### src/rtl/branch_ctrl.sv
// Branch resolution controller: evaluates a captured branch, redirects fetch on
// a mispredict, and trains a table of 2-bit saturating predictors.
module branch_ctrl #(
    parameter int BHT_ENTRIES = 16
) (
    input  logic        clk,
    input  logic        rst,
    input  logic [31:0] pred_pc,
    output logic        pred_taken,
    input  logic        res_valid,
    output logic        res_ready,
    input  logic        res_branch,
    input  logic [2:0]  res_funct3,
    input  logic [31:0] res_a,
    input  logic [31:0] res_b,
    input  logic [31:0] res_pc,
    input  logic [31:0] res_imm,
    input  logic        res_pred_taken,
    output logic        redirect_valid,
    output logic [31:0] redirect_pc,
    output logic        flush,
    output logic [15:0] mispredict_cnt
);
    localparam int IDX = $clog2(BHT_ENTRIES);

    typedef enum logic [1:0] {IDLE, EVAL, REDIRECT} state_t;

    state_t      state_q, state_d;
    logic        branch_q, branch_d;
    logic [2:0]  funct3_q, funct3_d;
    logic [31:0] a_q, a_d;
    logic [31:0] b_q, b_d;
    logic [31:0] pc_q, pc_d;
    logic [31:0] imm_q, imm_d;
    logic        pred_q, pred_d;
    logic [15:0] cnt_q, cnt_d;

    logic [1:0]     bht_q [BHT_ENTRIES];
    logic           bht_we;
    logic [IDX-1:0] bht_widx;
    logic [1:0]     bht_wval;

    logic        valid_code;
    logic        taken;
    logic        mispredict;
    logic [31:0] target;

    // Branch condition evaluation on the captured operands
    always_comb begin
        valid_code = 1'b0;
        taken      = 1'b0;
        case (funct3_q)
            3'b000: begin valid_code = 1'b1; taken = (a_q == b_q); end
            3'b001: begin valid_code = 1'b1; taken = (a_q != b_q); end
            3'b100: begin valid_code = 1'b1; taken = ($signed(a_q) <  $signed(b_q)); end
            3'b101: begin valid_code = 1'b1; taken = ($signed(a_q) >= $signed(b_q)); end
            3'b110: begin valid_code = 1'b1; taken = (a_q <  b_q); end
            3'b111: begin valid_code = 1'b1; taken = (a_q >= b_q); end
            default: begin valid_code = 1'b0; taken = 1'b0; end
        endcase
        if (!branch_q) begin
            taken = 1'b0;
        end
        target     = taken ? (pc_q + imm_q) : (pc_q + 32'd4);
        mispredict = (taken != pred_q);
    end

    always_comb begin
        state_d  = state_q;
        branch_d = branch_q;
        funct3_d = funct3_q;
        a_d      = a_q;
        b_d      = b_q;
        pc_d     = pc_q;
        imm_d    = imm_q;
        pred_d   = pred_q;
        cnt_d    = cnt_q;
        bht_we   = 1'b0;
        bht_widx = pc_q[IDX+1:2];
        bht_wval = bht_q[pc_q[IDX+1:2]];
        case (state_q)
            IDLE: begin
                if (res_valid) begin
                    branch_d = res_branch;
                    funct3_d = res_funct3;
                    a_d      = res_a;
                    b_d      = res_b;
                    pc_d     = res_pc;
                    imm_d    = res_imm;
                    pred_d   = res_pred_taken;
                    state_d  = EVAL;
                end
            end
            EVAL: begin
                if (branch_q && valid_code) begin
                    bht_we = 1'b1;
                    if (taken && bht_wval != 2'b11) begin
                        bht_wval = bht_wval + 2'b01;
                    end else if (!taken && bht_wval != 2'b00) begin
                        bht_wval = bht_wval - 2'b01;
                    end
                end
                if (mispredict) begin
                    if (cnt_q != 16'hFFFF) begin
                        cnt_d = cnt_q + 16'd1;
                    end
                    state_d = REDIRECT;
                end else begin
                    state_d = IDLE;
                end
            end
            REDIRECT: state_d = IDLE;
            default:  state_d = IDLE;
        endcase
    end

    always_ff @(posedge clk) begin
        if (rst) begin
            state_q  <= IDLE;
            branch_q <= 1'b0;
            funct3_q <= 3'b000;
            a_q      <= 32'd0;
            b_q      <= 32'd0;
            pc_q     <= 32'd0;
            imm_q    <= 32'd0;
            pred_q   <= 1'b0;
            cnt_q    <= 16'd0;
        end else begin
            state_q  <= state_d;
            branch_q <= branch_d;
            funct3_q <= funct3_d;
            a_q      <= a_d;
            b_q      <= b_d;
            pc_q     <= pc_d;
            imm_q    <= imm_d;
            pred_q   <= pred_d;
            cnt_q    <= cnt_d;
        end
    end

    // Counters reset to weakly not-taken; lookups see the pre-write value
    generate
        for (genvar gi = 0; gi < BHT_ENTRIES; gi++) begin : g_bht
            always_ff @(posedge clk) begin
                if (rst) begin
                    bht_q[gi] <= 2'b01;
                end else if (bht_we && bht_widx == IDX'(gi)) begin
                    bht_q[gi] <= bht_wval;
                end
            end
        end
    endgenerate

    assign pred_taken     = bht_q[pred_pc[IDX+1:2]][1];
    assign res_ready      = (state_q == IDLE);
    assign redirect_valid = (state_q == REDIRECT);
    assign flush          = redirect_valid;
    assign redirect_pc    = redirect_valid ? target : 32'd0;
    assign mispredict_cnt = cnt_q;
endmodule

### config.mk
export PLATFORM = sky130hd
export DESIGN_NAME = branch_ctrl
export DESIGN_NICKNAME = d
export VERILOG_FILES = /design/src/rtl/branch_ctrl.sv
export SDC_FILE = /design/constraint.sdc
export NUM_CORES = 1
export LEC_CHECK = 0
export BUFFER_PORTS_ARGS = -buffer_cell sky130_fd_sc_hd__buf_2
export CAP_MARGIN = 20
export CORE_MARGIN = 2
export CORE_UTILIZATION = 57
export CTS_BUF_LIST = sky130_fd_sc_hd__clkbuf_2
export CTS_CLUSTER_DIAMETER = 30
export DETAILED_ROUTE_END_ITERATION = 6
export GPL_ROUTABILITY_DRIVEN = 0
export PLACE_DENSITY = 0.83
export SLEW_MARGIN = 0
export SYNTH_ARGS = -nofsm -noshare
export SYNTH_HDL_FRONTEND = slang
export SYNTH_SLANG_ARGS = --single-unit
export TNS_END_PERCENT = 1
### constraint.sdc
create_clock -name clk -period 3.7 [get_ports clk]
set_input_delay 0.555 -clock clk [delete_from_list [all_inputs] [get_ports clk]]
set_output_delay 0.555 -clock clk [all_outputs]
set_load 0.02 [all_outputs]
==> reports/results.tsv <==
metric	value	unit
via density per instance	5.87	
sequential area share after synthesis	38.0	%
H-Tree Level Count	4	
sum of negative setup slack	-24.78	ns
unrepaired setup endpoints after global routing	yes	
via count of the first global-routing pass	10731	
final wirelength	33300	µm
worst skew pair latency	0.85	ns
Yosys top cell area share	29.0	%
path category of the worst min-delay check	in -> reg	
crit-path max cell delay	0.46	ns
violations in the final reports	setup timing	
leakage power total	5.79	nW
top fanout value on the critical path	5	
min Tclk post-route	4.61	ns
type of element launching the critical path	flip-flop	
flip-flop and latch count after synthesis	187	
Buf/Inv on CP	5	
wire length of the first global-routing pass	52200	µm
count of unresolved DRC violations after routing	0	
share of flip-flops with an asynchronous set or reset	0	%
leading register cell type out of synthesis	sky130_fd_sc_hd__dfxtp_1	
r2r setup slk	0	ns
type of the worst setup path	reg -> out	
number of nets in the finished design	1907	
full die area	19900	µm²
routed vias	11254	
total routing resource utilization after global routing	32.5	%
Initial Utilization	57.6	%
number of top-level pins	220	
Syn. warnings	0	
Clk Tree Root Cell	sky130_fd_sc_hd__clkbuf_2	
outcome	complete, but fails checks	
count of max-cap constraint violations	0	
Hold Path Stages	3	
final number of max-transition violations	0	
post-detailed-placement half-perimeter wirelength	20100	µm
number of cells traversed by the worst register-to-register path	14	
met3 layer usage reported by global route	5.84	%
Syn Std Cell Area	10700	µm²
layout cells sized above 1	21.8	%
CP top delay family	simple AND/OR/NAND/NOR gates	
worst slew slack as a fraction of its limit	36.0	%
placement row count	50	
chip height	141	µm
number of clock sinks seen by CTS	187	
Fmax achieved	217	MHz
Max Clock Skew	0.0684	ns
Core Box Area	18600	µm²
remaining number of nets flagged by the antenna check after routing	0	
Iteration-0 DRC Markers	1097	
total clock buffers created by CTS	17	
EDFF count, synth	32	
worst setup slack after layout	-0.915	ns
hold violation total from the final report	0	
most crowded layer after global routing	met2	
Power per Cell Area	302	nW/µm²
Crit path depth	14	
cells along the critical path	inv_1, ha_1, nand4_1, nor4_4, buf_4, nand2_1, o21a_1, a311oi_2, buf_4, a21oi_4, buf_6, or4_4, o2111a_1, buf_6	
final-layout fill cell count	1248	
Reg clk slew, reported paths	0.34	ns
GR Util met2	56.3	%
Final setup viols	32	
final cell utilization of the core	75.8	%
DRT Pass-1 Iters	6	
post-DR wirelength/cell	17.4	µm
mean instance size in the synthesized netlist	8.02	µm²
slew at the pin closest to its max-slew limit	0.961	ns
fin area	14100	µm²
most area-hungry cell type in the Yosys netlist	sky130_fd_sc_hd__dfxtp_1	
area of placed instances	12100	µm²
number of unique standard cell types used by synthesis	61	
minimum hold slack	0.0573	ns
met1 global-route usage	40.3	%
maximum number of pins on one net before global-route repair	94	
Post-Syn Nets	1574	
clock tree from TritonCTS	done	
arrival time reported for the critical path endpoint	4.06	ns
worst setup timing slack at the placement stage	-0.172	ns
Layout Area Growth over Synthesis	31.5	%
crit path max-delay cell type	sky130_fd_sc_hd__dfxtp_1	
CTS Buffer Depth	2	
required time of the critical path	3.14	ns
width of the chip	141	µm
maximum ir drop on the vdd rail	0.194	mV
antenna violations before repair	3	
leading post-synthesis cells by cell area	sky130_fd_sc_hd__dfxtp_1 (29%), sky130_fd_sc_hd__nand2_1 (11%), sky130_fd_sc_hd__edfxtp_1 (9.0%)	
port buffer count	191	
crit share post-route	125	%
Syn Inst Count	1335	
remaining global-route overflow	0	
kind of capture point of the worst setup path	output port	
layout by cell type, fill, tap and decap left out, types with 14 or more instances in the layout:
cell type / netlist / routed
sky130_fd_sc_hd__and3_1: 16 / 15
sky130_fd_sc_hd__nand4_1: 14 / 14
sky130_fd_sc_hd__a211oi_1: 24 / 14
sky130_fd_sc_hd__ha_1: 70 / 62
sky130_fd_sc_hd__a21o_1: 20 / 20
sky130_fd_sc_hd__dfxtp_1: 155 / 144
sky130_fd_sc_hd__mux4_2: 14 / 14
sky130_fd_sc_hd__edfxtp_1: 32 / 32
sky130_fd_sc_hd__inv_1: 51 / 49
sky130_fd_sc_hd__buf_4: 1 / 72
sky130_fd_sc_hd__nor2_1: 82 / 81
sky130_fd_sc_hd__xnor2_1: 34 / 34
sky130_fd_sc_hd__buf_2: 0 / 175
sky130_fd_sc_hd__nand3_1: 39 / 39
sky130_fd_sc_hd__o21ai_0: 17 / 16
sky130_fd_sc_hd__dlygate4sd3_1: 0 / 132
sky130_fd_sc_hd__nand2_1: 328 / 327
sky130_fd_sc_hd__clkbuf_2: 0 / 17
sky130_fd_sc_hd__a21oi_1: 189 / 187
sky130_fd_sc_hd__xor2_1: 17 / 17
through the flow:
step           total power, mW  cells
6_report                  4.25   1918
5_1_grt                   4.44   1918
4_1_cts                   4.18   1909
3_5_place_dp              3.03   1741
3_3_place_gp              3.01   1741
2_1_floorplan             2.78   1335
tightest hold or removal path, delay by kind of cell:
kind / cells / cell delay (ns)
buf+inv: 1 / 0.10
simple gates: 1 / 0.10
compound gates: 1 / 0.10
kinds of logic (layout without fill, tap and decap cells):
| family | Yosys count | after routing | synth area share [%] |
|---|---|---|---|
| AOI/OAI and AO/OA | 321 | 321 | 18.0 |
| xor gates and xnor gates | 52 | 52 | 4.32 |
| buffers and inverters | 122 | 468 | 4.45 |
| DFF | 187 | 187 | 38.0 |
| and+or+nand+nor | 558 | 558 | 22.9 |
| adders and majority gates | 71 | 71 | 8.37 |
| muxes | 24 | 24 | 3.94 |
| other | 0 | 3 | 0 |
timing repair:
| item | in CTS | in global routing |
|---|---|---|
| hold buffers | 132 | 0 |
| resized for setup | 51 | 28 |
| setup buffers | 7 | 6 |
| hold endpoints to repair | 135 | 0 |
| setup endpoints to repair | 32 | 62 |
| pin swaps | 24 | 11 |
power breakdown:
part | internal, mW | switching (mW) | leakage (nW)
clock network | 0.222 | 0.825 | 0.146
logic | 0.441 | 0.514 | 4.10
registers | 2.17 | 0.0790 | 1.55
total | 2.84 | 1.42 | 5.79
synthesized netlist by cell type (16+ instances only):
cell type	count
sky130_fd_sc_hd__nor3_1	19
sky130_fd_sc_hd__nor2_1	82
sky130_fd_sc_hd__nand2_1	328
sky130_fd_sc_hd__edfxtp_1	32
sky130_fd_sc_hd__ha_1	70
sky130_fd_sc_hd__xor2_1	17
sky130_fd_sc_hd__dfxtp_1	155
sky130_fd_sc_hd__inv_1	51
sky130_fd_sc_hd__a211oi_1	24
sky130_fd_sc_hd__nand3_1	39
sky130_fd_sc_hd__a21o_1	20
sky130_fd_sc_hd__a21oi_1	189
sky130_fd_sc_hd__clkbuf_1	63
sky130_fd_sc_hd__o21ai_0	17
sky130_fd_sc_hd__and3_1	16
sky130_fd_sc_hd__xnor2_1	34
flip-flops by register name, indices dropped and copies added (netlist names), named ones only:
| signal | count |
|---|---|
| a_q | 32 |
| b_q | 32 |
| bht_q | 32 |
| imm_q | 32 |
| pc_q | 32 |
| mispredict_cnt | 16 |
| funct3_q | 3 |
| state_q | 2 |
| branch_q | 1 |
| pred_q | 1 |
final timing paths:
path | from | to
setup / recovery | b_q[29]$_SDFFE_PP0P_ | redirect_pc[24]
hold / removal | res_pc[3] | pc_q[3]$_SDFFE_PP0P_
setup reg to reg | b_q[29]$_SDFFE_PP0P_ | bht_q[13][1]$_SDFFCE_PN0P_
hold reg to reg | b_q[31]$_SDFFE_PP0P_ | b_q[31]$_SDFFE_PP0P_
routing by layer:
layer	share of wire [%]	vias to the layer above
met4	3.7	0
met1	39	5240
met5	0	-
met3	7.1	118
li1	-	5329
met2	50	567
area by class of cell:
class / count / area, µm² / area share, %
clock buffer: 17 / 85.1 / 0.604
antenna: 3 / 7.51 / 0.0533
tap: 234 / 293 / 2.08
sequential: 187 / 4080 / 29.0
clock inverter: 15 / 156 / 1.11
multi-input combinational: 1026 / 6450 / 45.8
inverter: 51 / 191 / 1.36
timing repair buffer: 385 / 2820 / 20.0
(Power assumes the default switching activity.)
